$ cat src/rtl/alu_seq_ctrl.sv
// Single-instruction ALU sequencer: operand load, ALU input latch, multi-cycle execute,
// result capture, write-back and a one-cycle IF pulse. Outputs are decoded from a one-hot state.
//
// state  | meaning
// IDLE   | waiting for ALUstr
// LD1    | load operand i from register file
// LD2    | load operand j (register or data-bus immediate)
// IN1    | latch ALU input 1
// IN2    | latch ALU input 2
// EXEC   | wait ALU_LAT cycles
// OUT    | capture ALU result
// WB     | write result back to register file
// DONE   | IF pulse, request next instruction
module alu_seq_ctrl #(
    parameter int OPC_W   = 4,
    parameter int ALU_LAT = 1,
    parameter int NOP_OPC = 0,
    parameter int CMP_OPC = 2
) (
    input  logic             clk,
    input  logic             reset,
    input  logic             ALUstr,
    input  logic [OPC_W-1:0] opCode,
    input  logic             abort,
    output logic             DIRiEn,
    output logic             DIRjEn,
    output logic             DBRjEn,
    output logic             RrEn,
    output logic             RwEn,
    output logic             ALUEnIn1,
    output logic             ALUEnIn2,
    output logic             ALUOutEn,
    output logic             IF,
    output logic             busy
);

    localparam int CNT_W = $clog2(ALU_LAT + 1);

    typedef enum logic [8:0] {
        S_IDLE = 9'b000000001,
        S_LD1  = 9'b000000010,
        S_LD2  = 9'b000000100,
        S_IN1  = 9'b000001000,
        S_IN2  = 9'b000010000,
        S_EXEC = 9'b000100000,
        S_OUT  = 9'b001000000,
        S_WB   = 9'b010000000,
        S_DONE = 9'b100000000
    } state_t;

    state_t             state_q, state_d;
    logic [OPC_W-1:0]   opc_q, opc_d;
    logic [CNT_W-1:0]   lat_cnt_q, lat_cnt_d;
    logic               imm;

    assign imm = opc_q[OPC_W-1];

    always_ff @(posedge clk or negedge reset) begin
        if (!reset) begin
            state_q   <= S_IDLE;
            opc_q     <= '0;
            lat_cnt_q <= '0;
        end else begin
            state_q   <= state_d;
            opc_q     <= opc_d;
            lat_cnt_q <= lat_cnt_d;
        end
    end

    always_comb begin
        state_d = state_q;
        opc_d   = opc_q;
        if (abort) begin
            state_d = S_IDLE;
        end else begin
            case (state_q)
                S_IDLE: begin
                    if (ALUstr) begin
                        opc_d   = opCode;
                        state_d = (opCode == OPC_W'(NOP_OPC)) ? S_DONE : S_LD1;
                    end
                end
                S_LD1:  state_d = S_LD2;
                S_LD2:  state_d = S_IN1;
                S_IN1:  state_d = S_IN2;
                S_IN2:  state_d = S_EXEC;
                S_EXEC: begin
                    if (lat_cnt_q == CNT_W'(ALU_LAT - 1)) state_d = S_OUT;
                end
                S_OUT:  state_d = (opc_q == OPC_W'(CMP_OPC)) ? S_DONE : S_WB;
                S_WB:   state_d = S_DONE;
                S_DONE: state_d = S_IDLE;
                default: state_d = S_IDLE;
            endcase
        end
        // counter only runs while staying in EXEC; any other path reloads zero
        lat_cnt_d = (state_q == S_EXEC && state_d == S_EXEC) ? lat_cnt_q + CNT_W'(1) : '0;
    end

    always_comb begin
        DIRiEn   = 1'b0;
        DIRjEn   = 1'b0;
        DBRjEn   = 1'b0;
        RrEn     = 1'b0;
        RwEn     = 1'b0;
        ALUEnIn1 = 1'b0;
        ALUEnIn2 = 1'b0;
        ALUOutEn = 1'b0;
        IF       = 1'b0;
        busy     = (state_q != S_IDLE);
        case (state_q)
            S_LD1: begin
                DIRiEn = 1'b1;
                RrEn   = 1'b1;
            end
            S_LD2: begin
                DIRjEn = ~imm;
                RrEn   = ~imm;
                DBRjEn = imm;
            end
            S_IN1:  ALUEnIn1 = 1'b1;
            S_IN2:  ALUEnIn2 = 1'b1;
            S_OUT:  ALUOutEn = 1'b1;
            S_WB:   RwEn     = 1'b1;
            S_DONE: IF       = 1'b1;
            default: ;
        endcase
    end

endmodule

$ cat config.mk
export PLATFORM = sky130hd
export DESIGN_NAME = alu_seq_ctrl
export DESIGN_NICKNAME = d
export VERILOG_FILES = /design/src/rtl/alu_seq_ctrl.sv
export SDC_FILE = /design/constraint.sdc
export NUM_CORES = 1
export LEC_CHECK = 0
export ABC_AREA = 1
export BUFFER_PORTS_ARGS = -buffer_cell sky130_fd_sc_hd__buf_2
export CAP_MARGIN = 20
export CORE_MARGIN = 2
export CORE_UTILIZATION = 40
export CTS_BUF_LIST = sky130_fd_sc_hd__clkbuf_4
export DETAILED_ROUTE_END_ITERATION = 12
export PLACE_DENSITY = 0.58
export SLEW_MARGIN = 20
export SYNTH_ARGS = -nofsm -noshare
export SYNTH_HDL_FRONTEND = slang
export SYNTH_SLANG_ARGS = --single-unit
$ cat constraint.sdc
create_clock -name clk -period 2.15 [get_ports clk]
set_input_delay 0.1075 -clock clk [delete_from_list [all_inputs] [get_ports clk]]
set_output_delay 0.1075 -clock clk [all_outputs]
set_load 0.05 [all_outputs]
### Word level (Yosys, flattened, before mapping)

Index checks and enable logic that the tools add are counted.

| cells by class | value |
|---|---|
| multiplexer cells | 16 |
| bitwise operators | 2 |
| reductions and logical operators | 3 |
| $add $sub $neg | 1 |
| eq/ne operators | 12 |

Operator list:

| cell | number |
|---|---|
| $pmux W9 S8 | 1 |
| $mux W9 | 5 |
| $eq A9 B6 Y1 const B | 2 |
| $eq A9 B1 Y1 const B | 1 |
| $eq A9 B2 Y1 const B | 1 |
| $eq A9 B3 Y1 const B | 1 |
| $eq A9 B4 Y1 const B | 1 |
| $eq A9 B5 Y1 const B | 1 |
| $eq A9 B7 Y1 const B | 1 |
| $eq A9 B8 Y1 const B | 1 |
| $eq A9 B9 Y1 const B | 1 |
| $mux W1 | 9 |
| $ne A9 B1 Y1 const B | 1 |
| $eq A4 B2 Y1 const B | 1 |
| $logic_not A4 Y1 | 1 |
| $reduce_and A3 Y1 | 1 |
| $not A1 Y1 | 2 |
| $pmux W1 S2 | 1 |
| $add A1 B1 Y1 const B | 1 |
| $logic_and A1 B1 Y1 | 1 |

| word-level totals | value |
|---|---|
| bits in registers | 14 |

### Logic depth before layout (Yosys ltp)

Gate-level depths: netlist of run 1.

| logic depth | value |
|---|---|
| depth after elaboration | 8 |
| depth in mapped cells | 9 |

### Worst setup path after synthesis of run 1

OpenSTA, ideal clock, no wires.

| path | value |
|---|---|
| path kind | register to output |
| start point | register state_q[5] |
| end point | output RrEn |
| setup slack | 0.167 ns |
| cell stages (with the launch flop) | 6 |
| path buffers | 0 |
| data arrival time | 1.875 ns |
| path through | dfrtp_1 > inv_2 > nand2_4 > nor2_8 > nand3_2 > o21ai_0 |

| between the ends | value |
|---|---|
| longest elaborated chain between the ends | 2 |
| elaborated cells between the ends (all ways) | 3 |

Ends and longest elaborated chain:

| element | RTL line | source |
|---|---|---|
| from (decl) | 51 | `state_t state_q, state_d;` |
| from (signal assigned) | 64 | `state_q <= state_d;` |
| $eq A9 B3 Y1 / $eq A9 B2 Y1 (equally long branches) | 111 | `case (state_q)` |
| $pmux W1 S2 * | 111 |  |
| to (decl) | 28 | `output logic RrEn,` |

Every way passes the cells marked *; elsewhere a longest branch is shown, timed or not.

### Worst setup path in the final report of run 1

Same ends and word-level chain as after synthesis.

==> metrics.md, run 1 <==
| Metric | Value |
|---|---|
| Die ar. | `2550 sq um` |
| Cts bufs inserted | `3` |
| Crit. End Element | `output pin` |
| All-Layer GR Usage | `0.154` |
| Distinct cells, synth | `22` |
| Final setup fails | `0` |
| Lkg Pwr | `0.573 nW` |
| Vias in the first global route | `657` |
| WL final | `1630 um` |
| RSZ-0062 raised after global routing | `no` |
| Dpl hpwl | `1300 um` |
| Initial Utilization | `0.432` |
| Synthesis-stage register bit count | `14` |
| WL/cell | `10.2 um` |
| Post-Synthesis Cells | `110` |
| Final #Nets | `141` |
| DR iter-0 viols | `7` |
| Initial antenna violation count | `0` |
| Pre-antenna DRT Iters | `4` |
| Vias | `697` |
| CP required | `2.04 ns` |
| Largest net degree at the start of global routing | `15` |
| RePlAce Congestion | `0.901` |
| Share of the synthesized area in the top cell type | `0.376` |
| Share of layout cells above drive strength 1 | `0.417` |
| Max-slew violations | `0` |
| Worst Path Max Fanout | `6` |
| Pwr per Cell Area | `600 nW/um^2` |
| Mapped Nets | `118` |
| Tightest hold margin | `0.0785 ns` |
| Ys Warns | `0` |
| Syn_area_per_cell | `7.87 sq um` |
| Kind of critical path | `reg -> out` |
| Root Buffer Master | `clkbuf_4` |
| Post-Layout Cell Count | `159` |
| Count leader, synth | `inv_1` |
| Row count | `16` |
| Area of the core | `2000 sq um` |
| Clk_lat worst skew | `0.28 ns` |
| Port Buffer Count | `17` |
| Primary FF master, synth | `dfrtp_1` |
| Drt via density | `4.38` |
| Run status | `completed` |
| VDD IR-drop max | `0.377 mV` |
| Ant. Diodes | `0` |
| Synth cell count leaders | `inv_1, dfrtp_1, nand2_1, nor2_2, nor2_1` |
| Synth area leader | `dfrtp_1` |
| CTS tree | `done` |
| Fill cell count | `222` |
| Setup slack after layout | `0.415 ns` |
| Period utilization | `0.807` |
| Pre-CTS WS | `0.730 ns` |
| Worst Hold Class | `in -> reg` |
| CTS sink count | `14` |
| Worst-path clk slew | `0.09 ns` |
| Area grow syn2layout | `17.9%` |
| Worst EP arrival | `1.63 ns` |
| Post-synth EDFFs | `0` |
| Register area share after synthesis | `0.406` |
| Worst Skew | `0.00226 ns` |
| Vert. Die Dim | `50.5 um` |
| Setup_tns | `0 ns` |
| Startpoint types | `flip-flop` |
| Final critical-path required period | `1.73 ns` |
| Ports | `18` |
| Final hold vios | `0` |
| Total congestion overflow | `0` |
| Maximum clock frequency | `576 MHz` |
| Setup Buffers After CTS | `0` |
| Placed insts | `154` |
| CTS Buffer Depth | `2` |
| Max_cap viols | `0` |
| DRC | `0` |
| Global-route wire length before repair | `2840 um` |
| Area contributors post-synth | `dfrtp_1, nor2_2, inv_1, nand2_1, nand2_4` |
| Post-DRT Antenna Nets | `0` |
| Die width | `50.5 um` |
| FFs w/ async S/R, synth | `1.00` |
| Power, Total | `0.612 mW` |
| H-tree levels | `1` |
| Mapped Area | `866 sq um` |
critical path, stage by stage, from the launching register on:
cell	delay, ns
dfrtp_1	0.40
inv_2	0.08
nand2_4	0.07
nor2_8	0.16
nand3_2	0.14
o21ai_0	0.19
buf_2	0.29
report_power, final:
group          internal [mW]  leakage [nW]  switching [mW]
combinational         0.0475         0.375          0.0977
clock                 0.0673        0.0154          0.0902
sequential             0.291         0.183          0.0185
kinds of logic after synthesis:
group | synth area share
AOI/OAI and AO/OA | 0.0405
buffers and inverters | 0.111
DFF | 0.406
other | 0.00433
and+or+nand+nor | 0.438
what timing repair did:
item	4_1_cts	5_1_grt
hold buffers	1	0
resized for setup	0	0
endpoints found under the hold margin	13	0
cell usage in the layout, fill, tap and decap left out, types with 2 or more instances in the layout:
cell,count
buf_2,17
clkbuf_4,3
clkinv_1,2
clkinv_2,2
dfrtp_1,13
inv_1,17
inv_2,5
nand2_1,13
nand2_2,4
nand2_4,4
nand3_1,5
nand3_2,4
nand4_1,3
nor2_1,12
nor2_2,13
o21ai_0,3
o21ai_1,4
path summary, 6_finish.rpt:
check                            from  cells after the start  slack, ns    endpoint
setup / recovery           state_q[5]                      6       0.42        RrEn
setup reg to reg           state_q[0]                      9       0.75  state_q[2]
hold / removal              opCode[1]                      3       0.08    opc_q[1]
max in group asynchronous       reset                      2       1.62  state_q[0]
min in group asynchronous       reset                      2       0.24  state_q[5]
hold reg to reg              opc_q[0]                      2       0.50    opc_q[0]
per-layer routing:
metal / vias to the layer above / global-route usage / share of wire
li1: 379 / - / -
met2: 14 / 0.226 / 0.48
met4: 0 / 0.0676 / 0.0092
met3: 2 / 0.0387 / 0.039
met5: - / 0 / 0
met1: 302 / 0.213 / 0.47
cell type report:
type | instances | area, sq um | share of cell area
multi-input combinational | 71 | 418 | 0.409
sequential | 14 | 352 | 0.344
inverter | 25 | 96.3 | 0.0944
timing repair buffer | 18 | 95.1 | 0.0931
tap | 27 | 33.8 | 0.0331
clock buffer | 3 | 22.5 | 0.0221
clock inverter | 1 | 3.75 | 0.00368
state kept, by name, indices dropped and copies added, names as in the netlist:
name       cells
lat_cnt_q      1
opc_q          4
state_q        9
stage by stage:
stage,area (sq um),utilization
global route,1020,0.510
finish,1020,0.510
floorplan,866,-
CTS,1020,0.510
global placement,985,0.492
detailed placement,985,0.492
Note: power is estimated with default switching activity, not from simulation.
==> inputs of run 2 (changes only) <==
Clock period 2.15 ns to 1.65 ns, I/O delays scaled along.
==> run 2 against run 1 <==
  * Die area did not move
  * Sequential power is 30% higher
  * Global-route usage shrank 1.0 points
  * Via count rose by 3.9%
  * Register-to-register slack lost 0.52 ns
  * First-iteration DRC count grew 140%
  * Critical path depth stayed put
  * Routed wire length stayed put
  * Non-clock buffer count unchanged
  * Clock power up 29%
  * Critical path type unchanged
  * Combinational power is 36% higher
==> metrics.md, run 2 (synthesized netlist as in run 1, its figures left out) <==
| Metric | Value |
|---|---|
| Max reg flops | `9 (unchanged)` |
| Top flop regs | `state_q x9, opc_q x4, lat_cnt_q x1` |
| Initial Utilization | `0.432 (unchanged)` |
| Maximum clock frequency | `642 MHz` |
| Pre-antenna DRT Iters | `4 (unchanged)` |
| CP required | `1.57 ns (-0.47 ns)` |
| Largest net degree at the start of global routing | `15 (unchanged)` |
| Final setup fails | `0 (unchanged)` |
| Critical R2R Launch | `state_q[0]` |
| Setup slack after layout | `0.0913 ns (-0.324 ns)` |
| Pre-CTS WS | `0.227 ns (-0.502 ns)` |
| Sw Share | `0.340 (+0.00258)` |
| Area grow syn2layout | `21.7%` |
| WL/cell | `10.2 um (unchanged)` |
| P_sw | `0.274 mW (+32%)` |
| Dpl hpwl | `1350 um (+3.6%)` |
| CTS sink count | `14 (unchanged)` |
| Total congestion overflow | `0 (unchanged)` |
| Startpoint types | `flip-flop` |
| H-tree levels | `1 (unchanged)` |
| Worst Path Max Fanout | `6 (unchanged)` |
| Area of the core | `2000 sq um (unchanged)` |
| Share of layout cells above drive strength 1 | `0.424 (+0.00758)` |
| Die ar. | `2550 sq um (unchanged)` |
| Lkg Pwr | `0.577 nW (+0.59%)` |
| RePlAce Congestion | `0.774 (-14%)` |
| Ant. Diodes | `0 (unchanged)` |
| Setup_tns | `0 ns (unchanged)` |
| Period utilization | `0.945` |
| VDD IR-drop max | `0.478 mV (+27%)` |
| Root Buffer Master | `clkbuf_4` |
| Seq pwr share | `0.501 (-0.005)` |
| Tightest hold margin | `0.0488 ns (-0.0297 ns)` |
| Vias in the first global route | `658 (+0.15%)` |
| WL final | `1630 um (unchanged)` |
| Row count | `16 (unchanged)` |
| Final instance area | `1050 sq um (+3.2%)` |
| Worst Skew | `0.00812 ns (+0.00586 ns)` |
| Setup Buffers After CTS | `0 (unchanged)` |
| Most common cell after layout, fill and taps aside | `inv_1` |
| Most frequent cells in the layout | `inv_1, nand2_1, nor2_2, buf_2, dfrtp_1` |
| CTS tree | `done` |
| Clk pwr share | `0.254 (-0.003)` |
| Kind of critical path | `reg -> out` |
| Final critical-path required period | `1.56 ns` |
| Port Buffer Count | `17 (unchanged)` |
| Int Pwr | `0.531 mW (+31%)` |
| Global-route wire length before repair | `2730 um (-3.9%)` |
| Register with the most flip-flops | `state_q` |
| Combinational share of power | `0.245 (+0.008)` |
| Worst-path clk slew | `0.09 ns (about the same)` |
| Max-slew violations | `0 (unchanged)` |
| Worst Hold Class | `in -> reg` |
| DP Area | `985 sq um (unchanged)` |
| Power, Total | `0.805 mW (+31%)` |
| DR iter-0 viols | `17 (+10)` |
| DRC | `0 (unchanged)` |
| Worst EP arrival | `1.48 ns (-0.15 ns)` |
| Clk_lat worst skew | `0.29 ns (about the same)` |
| CTS Buffer Depth | `2 (unchanged)` |
| Cts bufs inserted | `3 (unchanged)` |
| Vias | `724 (+3.9%)` |
| CP startpoint | `state_q[2]` |
| Pwr per Cell Area | `764 nW/um^2 (+27%)` |
| Vert. Die Dim | `50.5 um (unchanged)` |
| RSZ-0062 raised after global routing | `no` |
| Post-DRT Antenna Nets | `0 (unchanged)` |
| Final hold vios | `0 (unchanged)` |
| Crit. End Element | `output pin` |
| All-Layer GR Usage | `0.143 (-0.0102)` |
| HP Start | `opCode[1]` |
| Die width | `50.5 um (unchanged)` |
| Fill cell count | `191 (-14%)` |
| Ports | `18 (unchanged)` |
| Initial antenna violation count | `0 (unchanged)` |
| Drt via density | `4.55 (+3.9%)` |
| Run status | `completed` |
| Final #Nets | `141 (unchanged)` |
| Max_cap viols | `0 (unchanged)` |
## run 2: routing by layer
metal  up-vias  GRT usage  share of wire
met5         -          0              0
met4         0     0.0676          0.023
met3         5     0.0179          0.037
met2        19      0.252           0.50
met1       322      0.173           0.44
li1        378          -              -
## run 2: final cells by class
cell class	instances	area, sq um	area share
Multi-Input combinational cell	71	429	0.407
Inverter	25	96.3	0.0914
Tap cell	27	33.8	0.0321
Timing Repair Buffer	18	116	0.110
Clock inverter	1	3.75	0.00356
Clock buffer	3	22.5	0.0214
Sequential cell	14	352	0.334
## run 2: power by group through the flow
stage	clock network (mW)	registers, mW	logic, mW
after global routing	0.225	0.409	0.220
final	0.204	0.403	0.197
after floorplan	0	0.403	0.151
after CTS	0.207	0.403	0.197
after detailed placement	0	0.410	0.194
after global placement	0	0.409	0.190
## run 2: worst paths after layout
path	depth (start not counted)	slack, ns	end
setup / recovery	6	0.09	RwEn
hold / removal	3	0.05	opc_q[1]
setup reg to reg	9	0.23	state_q[2]
hold reg to reg	2	0.49	opc_q[0]
max in group asynchronous	2	1.14	state_q[0]
min in group asynchronous	2	0.21	state_q[6]
## run 2: through the flow
step	utilization	cells
6_report	0.526	159
5_1_grt	0.526	159
4_1_cts	0.511	159
3_5_place_dp	0.492	154
3_3_place_gp	0.492	154
2_1_floorplan	-	110
## run 2: repair_timing
action	CTS	global route
endpoints found under the setup margin	1	4
resized for setup	1	10
hold buffers	1	0
hold endpoints to repair	14	0
## run 2: worst max-delay path: stages (launching register included)
cell and delay [ns]:
dfrtp_1 0.40, clkinv_2 0.07, nand2_4 0.06, nor2_4 0.16
nand3_1 0.16, inv_1 0.08, buf_2 0.25
==> inputs of run 3 (changes only) <==
Settings changed: HOLD_SLACK_MARGIN set to 0.1.
==> run 3 against run 2 <==
  * Flip-flop and latch count unchanged
  * Global-route usage increased by 0.38 points
  * Clock power is essentially flat
  * Via count rose by 3.0%
  * Largest power group unchanged
==> metrics.md, run 3 (synthesized netlist as in run 1, its figures left out) <==
| Metric | Value |
|---|---|
| Final hold vios | `0 (unchanged)` |
| Fill cell count | `186 (-2.6%)` |
| WL/cell | `10.2 um (-0.60%)` |
| DRC | `0 (unchanged)` |
| Hold depth | `4 (+1)` |
| Max_cap viols | `0 (unchanged)` |
| Register with the most flip-flops | `state_q` |
| Critical path's slowest cell | `dfrtp_1` |
| Ports | `18 (unchanged)` |
| Max-slew violations | `0 (unchanged)` |
| Top flop regs | `state_q x9, opc_q x4, lat_cnt_q x1` |
| Period utilization | `0.945 (about the same)` |
| Global-route wire length before repair | `2800 um (+2.8%)` |
| Setup Buffers After CTS | `0 (unchanged)` |
| DR iter-0 viols | `17 (unchanged)` |
| CP startpoint | `state_q[2]` |
| Placed insts | `154 (unchanged)` |
| H-tree levels | `1 (unchanged)` |
| Most common cell after layout, fill and taps aside | `inv_1` |
| Vert. Die Dim | `50.5 um (unchanged)` |
| Critical path's largest stage delay | `0.40 ns (about the same)` |
| Root Buffer Master | `clkbuf_4` |
| Clk_lat worst skew | `0.29 ns (about the same)` |
| CTS Buffer Depth | `2 (unchanged)` |
| Seq pwr share | `0.495 (-0.006)` |
| Int Pwr | `0.539 mW (+1.4%)` |
| Kind of critical path | `reg -> out` |
| Critical R2R Launch | `state_q[0]` |
| All-Layer GR Usage | `0.147 (+0.00379)` |
| VDD IR-drop max | `0.478 mV (about the same)` |
| R2R depth | `9 (unchanged)` |
| WL final | `1670 um (+2.5%)` |
| Critical-path cell list | `clkinv_2, nand2_4, nor2_4, nand3_1, inv_1, buf_2` |
| Initial antenna violation count | `0 (unchanged)` |
| Final instance area | `1100 sq um (+4.8%)` |
| CTS sink count | `14 (unchanged)` |
| Vias | `746 (+3.0%)` |
| Worst Skew | `0.00726 ns (-0.000855 ns)` |
| Ant. Diodes | `0 (unchanged)` |
| Sw Share | `0.338 (-0.00139)` |
| Maximum clock frequency | `641 MHz (about the same)` |
| Initial Utilization | `0.432 (unchanged)` |
| Area of the core | `2000 sq um (unchanged)` |
| Worst EP arrival | `1.48 ns (about the same)` |
| CTS tree | `done` |
| Crit. End Element | `output pin` |
| Tightest hold margin | `0.108 ns (+0.0593 ns)` |
| Share of layout cells above drive strength 1 | `0.409 (-0.0155)` |
| Vias in the first global route | `686 (+4.3%)` |
| Lkg Pwr | `0.597 nW (+3.6%)` |
| Pre-CTS WS | `0.227 ns (unchanged)` |
| DP Area | `985 sq um (unchanged)` |
| Pwr per Cell Area | `738 nW/um^2 (-3.4%)` |
| Final #Nets | `146 (+3.5%)` |
| Worst Path Max Fanout | `6 (unchanged)` |
| Largest net degree at the start of global routing | `15 (unchanged)` |
| Run status | `completed` |
| RSZ-0062 raised after global routing | `no` |
| Area grow syn2layout | `27.5%` |
| Worst-path clk slew | `0.08 ns (about the same)` |
| Cts bufs inserted | `3 (unchanged)` |
| Clk pwr share | `0.251 (-0.003)` |
| Die width | `50.5 um (unchanged)` |
| Worst Hold Class | `in -> reg` |
| Post-DRT Antenna Nets | `0 (unchanged)` |
| Setup_tns | `0 ns (unchanged)` |
| Power, Total | `0.815 mW (+1.2%)` |
| Startpoint types | `flip-flop` |
| Total congestion overflow | `0 (unchanged)` |
| P_sw | `0.276 mW (+0.82%)` |
| HP Start | `ALUstr` |
| Dpl hpwl | `1350 um (unchanged)` |
| CP required | `1.57 ns (about the same)` |
| Max reg flops | `9 (unchanged)` |
| Final setup fails | `0 (unchanged)` |
| RePlAce Congestion | `0.774 (unchanged)` |
| Combinational share of power | `0.253 (+0.008)` |
| Pre-antenna DRT Iters | `4 (unchanged)` |
| Die ar. | `2550 sq um (unchanged)` |
| Setup slack after layout | `0.0900 ns (-0.00128 ns)` |
| Final core occ | `0.551 (+0.0250)` |
| Post-Layout Cell Count | `164 (+3.1%)` |
| Row count | `16 (unchanged)` |
| Most frequent cells in the layout | `inv_1, nand2_1, nor2_2, buf_2, dfrtp_1` |
| Drt via density | `4.55 (-0.10%)` |
| Port Buffer Count | `17 (unchanged)` |
| Final critical-path required period | `1.56 ns (+0.00128 ns)` |
[run 3: power by group through the flow]
stage,Combinational (mW),Sequential (mW),Clock (mW)
4_1_cts,0.206,0.403,0.207
5_1_grt,0.230,0.409,0.225
3_3_place_gp,0.190,0.409,0
6_report,0.207,0.403,0.205
2_1_floorplan,0.151,0.403,0
3_5_place_dp,0.194,0.410,0
[run 3: area by class of cell]
class	instances	area [sq um]	share of cell area
Multi-Input combinational cell	71	429	0.389
Clock buffer	3	22.5	0.0204
Inverter	25	96.3	0.0873
Sequential cell	14	352	0.319
Clock inverter	1	3.75	0.00340
Tap cell	27	33.8	0.0306
Timing Repair Buffer	23	166	0.151
[run 3: critical path: cells and delay by family, from the launching register on]
kind	cells	cell delay, ns
flops	1	0.40
buf+inv	3	0.40
simple gates	3	0.38
[run 3: timing repair]
item,4_1_cts,5_1_grt
hold buffers,6,0
endpoints found under the hold margin,19,0
gates cloned,0,0
resized for setup,1,10
endpoints found under the setup margin,1,4
[run 3: per-layer routing]
| metal | GRT usage | vias up | wire length, um |
|---|---|---|---|
| met5 | 0 | - | 0 |
| met4 | 0.0676 | 0 | 38 |
| met3 | 0.0179 | 5 | 54 |
| met2 | 0.265 | 19 | 856 |
| met1 | 0.173 | 334 | 718 |
| li1 | - | 388 | - |
[run 3: final timing paths]
path,slack (ns),end
setup reg to reg,0.23,state_q[2]
max in group asynchronous,1.14,state_q[0]
hold / removal,0.11,state_q[0]
setup / recovery,0.09,RwEn
min in group asynchronous,0.21,state_q[6]
hold reg to reg,0.49,opc_q[0]
